File: src/rtl/p_mem_wb_stage_pkg.sv
// Shared constants and types for the MEM/WB stage: funct3 access codes,
// write-back select, exception causes and the memory-access FSM state.
package p_mem_wb_stage_pkg;

  localparam int XLEN = 32;

  localparam logic [2:0] F3_B  = 3'b000;
  localparam logic [2:0] F3_H  = 3'b001;
  localparam logic [2:0] F3_W  = 3'b010;
  localparam logic [2:0] F3_BU = 3'b100;
  localparam logic [2:0] F3_HU = 3'b101;

  localparam logic [1:0] WB_ALU  = 2'b00;
  localparam logic [1:0] WB_MEM  = 2'b01;
  localparam logic [1:0] WB_PC4  = 2'b10;
  localparam logic [1:0] WB_ALU2 = 2'b11;

  localparam logic [1:0] EXC_NONE     = 2'b00;
  localparam logic [1:0] EXC_MISALIGN = 2'b01;
  localparam logic [1:0] EXC_ILLEGAL  = 2'b10;
  localparam logic [1:0] EXC_BUS      = 2'b11;

  typedef enum logic [1:0] {
    S_IDLE = 2'b00,
    S_WAIT = 2'b01,
    S_HELD = 2'b10
  } mem_state_e;

  // The whole FSM state (phase plus ack-wait counter) lives in one struct so
  // checkers can bind to a single signal.
  typedef struct packed {
    mem_state_e state;
    logic [7:0] cnt;
  } mem_fsm_t;

endpackage

File: src/rtl/p_mem_wb_stage_lsu_align.sv
// Combinational load/store lane logic: byte enables, store replication,
// load extraction with sign/zero extension, and misaligned/illegal detection.
module rv32i_lsu_align
  import p_mem_wb_stage_pkg::*;
(
  input  logic [2:0]  funct3,
  input  logic [1:0]  addr_lo,
  input  logic        is_store,
  input  logic [31:0] store_data,
  input  logic [31:0] rdata,
  output logic [3:0]  be,
  output logic [31:0] wdata,
  output logic [31:0] load_data,
  output logic        misaligned,
  output logic        illegal
);

  logic [31:0] shifted;

  assign shifted = rdata >> {addr_lo, 3'b000};

  always_comb begin
    be         = 4'b0000;
    wdata      = store_data;
    load_data  = '0;
    misaligned = 1'b0;
    illegal    = 1'b0;
    case (funct3)
      F3_B, F3_BU: begin
        be        = 4'b0001 << addr_lo;
        wdata     = {4{store_data[7:0]}};
        load_data = (funct3 == F3_B) ? {{24{shifted[7]}}, shifted[7:0]}
                                     : {24'h0, shifted[7:0]};
        // Unsigned variants exist only for loads.
        illegal   = is_store && (funct3 == F3_BU);
      end
      F3_H, F3_HU: begin
        be         = 4'b0011 << {addr_lo[1], 1'b0};
        wdata      = {2{store_data[15:0]}};
        load_data  = (funct3 == F3_H) ? {{16{shifted[15]}}, shifted[15:0]}
                                      : {16'h0, shifted[15:0]};
        misaligned = addr_lo[0];
        illegal    = is_store && (funct3 == F3_HU);
      end
      F3_W: begin
        be         = 4'b1111;
        wdata      = store_data;
        load_data  = shifted;
        misaligned = (addr_lo != 2'b00);
      end
      default: illegal = 1'b1;
    endcase
  end

endmodule

File: src/rtl/p_mem_wb_stage.sv
// RV32IM MEM stage: drives the req/ack data-memory port, stalls upstream while
// an access is outstanding, and registers the write-back result into MEM/WB.
module p_mem_wb_stage
  import p_mem_wb_stage_pkg::*;
#(
  parameter int WIDTH       = 32,
  parameter int ACK_TIMEOUT = 255
) (
  input  logic             clk,
  input  logic             rst,
  input  logic             en,
  input  logic             i_reg_write_en,
  input  logic             i_dm_write_en,
  input  logic             i_dm_read_en,
  input  logic [1:0]       i_wb_sel,
  input  logic [WIDTH-1:0] i_pc_plus_4,
  input  logic [WIDTH-1:0] i_alu_result,
  input  logic [WIDTH-1:0] i_rs2_data,
  input  logic [4:0]       i_rd_addr,
  input  logic [2:0]       i_funct3,
  input  logic [WIDTH-1:0] i_debug_inst,
  output logic             o_dmem_req,
  output logic             o_dmem_we,
  output logic [WIDTH-1:0] o_dmem_addr,
  output logic [WIDTH-1:0] o_dmem_wdata,
  output logic [3:0]       o_dmem_be,
  input  logic [WIDTH-1:0] i_dmem_rdata,
  input  logic             i_dmem_ack,
  output logic             o_stall,
  output logic             o_reg_write_en,
  output logic [4:0]       o_rd_addr,
  output logic [WIDTH-1:0] o_rd_data,
  output logic             o_exc,
  output logic [1:0]       o_exc_cause,
  output logic [WIDTH-1:0] o_debug_inst
);

  // Handshake: req stays high with addr/we/be/wdata stable until the cycle in
  // which ack is seen (ack may coincide with the first req cycle, and the
  // access completes in that cycle); ack while req is low is ignored.

  logic             access, is_store, misaligned, illegal, fault;
  logic             req, stall, done, bus_err, timeout;
  logic [WIDTH-1:0] load_data, load_val, wb_val, held_data;
  logic             held_err;
  mem_fsm_t         fsm_q, fsm_d;

  assign access   = i_dm_read_en | i_dm_write_en;
  assign is_store = i_dm_write_en;
  assign fault    = access & (misaligned | illegal);
  assign timeout  = (fsm_q.state == S_WAIT) && (fsm_q.cnt == 8'(ACK_TIMEOUT));

  rv32i_lsu_align u_align (
    .funct3     (i_funct3),
    .addr_lo    (i_alu_result[1:0]),
    .is_store   (is_store),
    .store_data (i_rs2_data),
    .rdata      (i_dmem_rdata),
    .be         (o_dmem_be),
    .wdata      (o_dmem_wdata),
    .load_data  (load_data),
    .misaligned (misaligned),
    .illegal    (illegal)
  );

  always_comb begin
    fsm_d   = fsm_q;
    req     = 1'b0;
    stall   = 1'b0;
    done    = 1'b0;
    bus_err = 1'b0;
    case (fsm_q.state)
      S_IDLE: begin
        if (access && !fault) begin
          req = 1'b1;
          if (i_dmem_ack) begin
            done = 1'b1;
            if (!en) fsm_d.state = S_HELD;
          end else begin
            stall       = 1'b1;
            fsm_d.state = S_WAIT;
            fsm_d.cnt   = 8'd1;
          end
        end else begin
          done = 1'b1;
        end
      end
      S_WAIT: begin
        if (timeout) begin
          done        = 1'b1;
          bus_err     = 1'b1;
          fsm_d.state = en ? S_IDLE : S_HELD;
          fsm_d.cnt   = 8'd0;
        end else begin
          req = 1'b1;
          if (i_dmem_ack) begin
            done        = 1'b1;
            fsm_d.state = en ? S_IDLE : S_HELD;
            fsm_d.cnt   = 8'd0;
          end else begin
            stall     = 1'b1;
            fsm_d.cnt = fsm_q.cnt + 8'd1;
          end
        end
      end
      S_HELD: begin
        done    = 1'b1;
        bus_err = held_err;
        if (en) fsm_d.state = S_IDLE;
      end
      default: fsm_d = '{state: S_IDLE, cnt: 8'd0};
    endcase
  end

  assign o_dmem_req  = req & rst;
  assign o_dmem_we   = o_dmem_req & is_store;
  assign o_stall     = stall & rst;
  assign o_dmem_addr = {i_alu_result[WIDTH-1:2], 2'b00};

  assign load_val = (fsm_q.state == S_HELD) ? held_data : load_data;

  always_comb begin
    case (i_wb_sel)
      WB_MEM:  wb_val = load_val;
      WB_PC4:  wb_val = i_pc_plus_4;
      default: wb_val = i_alu_result;
    endcase
  end

  always_ff @(posedge clk) begin
    if (!rst) begin
      fsm_q     <= '{state: S_IDLE, cnt: 8'd0};
      held_data <= '0;
      held_err  <= 1'b0;
    end else begin
      fsm_q <= fsm_d;
      // Memory drops rdata after ack, so the formatted word is kept for HELD.
      if (fsm_q.state != S_HELD && fsm_d.state == S_HELD) begin
        held_data <= load_data;
        held_err  <= bus_err;
      end
    end
  end

  always_ff @(posedge clk) begin
    if (!rst) begin
      o_reg_write_en <= 1'b0;
      o_rd_addr      <= '0;
      o_rd_data      <= '0;
      o_exc          <= 1'b0;
      o_exc_cause    <= EXC_NONE;
      o_debug_inst   <= '0;
    end else if (en) begin
      if (!done) begin
        // Access still outstanding: hand WB a bubble.
        o_reg_write_en <= 1'b0;
        o_rd_addr      <= '0;
        o_rd_data      <= '0;
        o_exc          <= 1'b0;
        o_exc_cause    <= EXC_NONE;
        o_debug_inst   <= '0;
      end else if (fault || bus_err) begin
        o_reg_write_en <= 1'b0;
        o_rd_addr      <= i_rd_addr;
        o_rd_data      <= '0;
        o_exc          <= 1'b1;
        o_exc_cause    <= bus_err ? EXC_BUS :
                          (misaligned ? EXC_MISALIGN : EXC_ILLEGAL);
        o_debug_inst   <= i_debug_inst;
      end else begin
        o_reg_write_en <= i_reg_write_en;
        o_rd_addr      <= i_rd_addr;
        o_rd_data      <= wb_val;
        o_exc          <= 1'b0;
        o_exc_cause    <= EXC_NONE;
        o_debug_inst   <= i_debug_inst;
      end
    end
  end

endmodule

File: config.mk
export PLATFORM = sky130hd
export DESIGN_NAME = p_mem_wb_stage
export DESIGN_NICKNAME = d
export VERILOG_FILES = /design/src/rtl/p_mem_wb_stage_pkg.sv /design/src/rtl/p_mem_wb_stage_lsu_align.sv /design/src/rtl/p_mem_wb_stage.sv
export SDC_FILE = /design/constraint.sdc
export NUM_CORES = 1
export LEC_CHECK = 0
export ABC_AREA = 1
export CAP_MARGIN = 20
export CORE_MARGIN = 5
export CORE_UTILIZATION = 43
export DETAILED_ROUTE_END_ITERATION = 8
export PLACE_DENSITY = 0.81
export REMOVE_ABC_BUFFERS = 1
export SYNTH_ARGS = -nofsm -noshare
export SYNTH_HDL_FRONTEND = slang
export SYNTH_HIERARCHICAL = 1
export SYNTH_SLANG_ARGS = --single-unit
File: constraint.sdc
create_clock -name clk -period 3.2 [get_ports clk]
set_input_delay 0.64 -clock clk [delete_from_list [all_inputs] [get_ports clk]]
set_output_delay 0.64 -clock clk [all_outputs]
set_load 0.01 [all_outputs]
==> results.md <==
Status:
- The run finished with clean final reports.

Worst setup path:
- The worst setup path is of the in -> out kind.
- The worst-case register-to-register setup slack is 0.90 ns.
- The maximum fanout encountered on the critical timing path is 15.
- Data arrives at the worst endpoint at 2.49 ns.
- STA classifies the critical path endpoint as an output port.
- For the worst setup path, the data required time is 2.56 ns.
- The type of origin of the critical path is an input pin.

Route:
- In this run the remaining antenna-violating nets after routing total 0.
- After detailed routing, the average wire length per cell comes to 15.7 um.
- After detailed routing, the number of remaining DRC violations is 0.
- The routed layout has around 8600 vias.
- After detailed routing, the number of vias per cell comes to a little over 5.
- The final routed wirelength across all metal layers is 26100 um.
- The total iterations of the first detailed-routing run is 6.
- After the first detailed-routing iteration, the DRC count stood at roughly 600.

Timing:
- Setup violations remaining at the end of the flow were counted as 0.
- The number of pins exceeding their max-slew limit in the final report is 0.
- The actual slew at the worst max-slew pin is ~0.89 ns.
- The minimum clock period after layout is ~3.1 ns.
- Measured against its own limit, the worst slew margin works out to ~41%.
- The period utilization is 97.9%.
- Based on the critical path, the design can be clocked at up to around 320 MHz.
- Setup repair after global routing left no endpoint under its margin.
- The tightest hold path in the finished design has a slack of 0.461 ns.
- For the final database, setup skew stands at roughly 0.0093 ns.
- The number of hold-slack violations in the final timing report was 0.

Run:
- The tool flagged a number of max-cap violations equal to 0.

Synth:
- Yosys mapped the design onto 32 distinct sky130hd cell types.
- For this run, the register share of the synthesized area comes to between 30 and 40%.
- In the synthesized netlist the async set-or-reset flop fraction comes to 0%.
- The synthesized design contains 0 enable-type register cells.
- Sorting the synthesized cells by area gives the leading types as dfxtp_1, nand2_1, a21oi_1, nand3_1, buf_4.
- In the synthesized netlist the dominant register cell turns out to be dfxtp_1.
- The area fraction of the dominant cell type after synthesis is roughly 31%.
- The synthesized design contains 116 register bits.
- The number of instances in the synthesized netlist is approximately 1200.
- The mapped cell area is between 0.007 and 0.008 mm2.
- Dividing the synthesized area by the synthesized cell count gives ~6.4 um2.
- During synthesis, Yosys emitted a total of 6 warnings.
- The synthesized design spends more area on one cell type than any other, namely dfxtp_1.

Pwr:
- In this run the power density over the cells is 447 mW/mm2.
- VDD sags by at most roughly 0.4 mV.
- The leakage power summed over all cells is approximately 5 nW.

Clocking:
- Clock latency on the worst-skew pair, taken at its later pin, is 0.41 ns.
- The clock tree from TritonCTS is done.
- The clock net in this run drives a total of 116 sinks.
- The tree is rooted in a clkbuf_16.
- The clock-pin transition on the worst setup and hold timing paths is roughly 0.05 ns.
- The maximum level of the CTS H-tree is 4.
- The number of clock buffers added by TritonCTS is 17.
- The clock passes through at most 2 buffers.
- The hold buffer count at CTS is 0.

Die:
- The core region is approximately 0.017 mm2.
- The die height is 141 um.
- The chip width is approximately 140 um.
- The initial core utilization is between 40% and 50%.
- The site row count is 48.
- The floorplan die area is 0.0200 mm2.
- The number of top-level design ports is roughly 320.

Global route:
- The first global-routing pass estimated roughly 40000 um of wire.
- The via count of the first global-routing pass came to 8238.
- The overall fraction of global-route tracks in use is roughly 25%.
- The number of antenna violations at the first check in global routing is 1.
- The aggregate global routing overflow is 0.
- The largest net degree at the start of global routing is 74.

Hold path:
- The min-delay analysis places its worst path in the category reg -> reg.

Finish:
- The number of standard cells in the layout, taps in and fillers out is ~1700.
- The post-layout net count is ~1600.
- The final core utilization is around 66%.
- The post-layout instance area is between 0.01 and 0.015 mm2.
- Cells with a size suffix above 1 make up 8.68% of the layout.
- The area growth from synthesis to layout is 51.4%.

Place:
- At the end of routability-driven placement, the weighted congestion stood at slightly above 0.9.
- Counting tap cells, the placed design contains a total of 1630 instances.
- In this run the tool buffered the top-level ports with between 300 and 400 buffer cells.
- Detailed placement ended at an HPWL of between 15000 and 20000 um.
- In this run the cell area measured after placement is roughly 0.011 mm2.
power by group:
group / internal (W) / switching, W / leakage (nW)
Combinational: 0.000739 / 0.000780 / 3.73
Clock: 0.00117 / 0.000698 / 0.277
Sequential: 0.00158 / 0.0000677 / 0.947
metal layers:
metal  routed length, um  part of all wire, %  track usage (%)  up-vias
li1                    -                    -                -     4270
met1               10900                   42             31.2     3962
met2               12800                   49             41.6      338
met3                1690                  6.5             5.76       57
met4                 737                  2.8             9.85        0
met5                   0                    0                0        -
cell type report:
cell class              count  area (um2)
repair buffers            364        3660
flip-flops and latches    116        2320
fillers                  1557        5870
inverters                 106         400
diodes                      1        2.50
well taps                 225         282
clock inverters            12         129
clock buffers              20         447
multi-input cells         822        4010
final timing paths:
path	cells past startpoint	to	startpoint
hold / removal	2	o_rd_data[30]	o_rd_data[30]
setup reg to reg	9	o_rd_data[8]	fsm_q[8]
setup / recovery	8	o_dmem_wdata[30]	i_funct3[1]
hold reg to reg	2	o_rd_data[30]	o_rd_data[30]
critical path, stage by stage:
cell,delay (ns)
clkdlybuf4s50_1,0.44
buf_6,0.15
buf_4,0.14
nor2_4,0.09
buf_4,0.22
nand2_1,0.10
o211ai_1,0.12
clkdlybuf4s50_1,0.58
registers in the layout (all words and copies together), names as in the netlist:
register        count
o_exc               1
fsm_q              10
o_reg_write_en      1
o_rd_addr           5
o_exc_cause         2
o_rd_data          32
held_data          32
held_err            1
o_debug_inst       32
cell families after synthesis:
family,Yosys count,synth area share (%)
buffers and inverters,223,15.2
AND/OR/NAND/NOR,568,33.3
other,1,0.0505
adder cells (fa/ha/maj),7,1.18
flip-flops,116,31.3
AO/OA/AOI/OAI,245,18.9
synthesized netlist by cell type (all sizes together) (4+ instances only):
cell	n
a22oi	32
clkbuf	33
dfxtp	116
o211ai	34
nand2	381
nor3b	4
inv	106
a21oi	154
ha	7
o21ai	20
nor2	68
buf	84
nand3	111
per-stage QoR:
stage	power (W)	setup slack (ns)	setup TNS [ns]
2_1_floorplan	0.00236	-0.322	-10.64
3_3_place_gp	0.00314	-0.237	-1.12
3_5_place_dp	0.00317	-0.288	-1.86
4_1_cts	0.00504	-0.0829	-0.162
5_1_grt	0.00530	0.00547	0
6_report	0.00503	0.0662	0
what timing repair did:
action / in CTS / in global routing
endpoints found under the setup margin: 6 / 7
buffers inserted: 2 / 0
pin swaps: 1 / 2
gates resized for setup: 7 / 12
layout by cell type, fill, tap and decap left out, drive strengths merged, types with 7 or more instances in the layout:
| master | n |
|---|---|
| a21oi | 154 |
| a22oi | 32 |
| buf | 46 |
| clkbuf | 22 |
| clkdlybuf4s50 | 311 |
| dfxtp | 116 |
| ha | 7 |
| inv | 109 |
| nand2 | 381 |
| nand3 | 111 |
| nor2 | 68 |
| o211ai | 34 |
| o21ai | 20 |
Power figures use the tool's default switching activity.
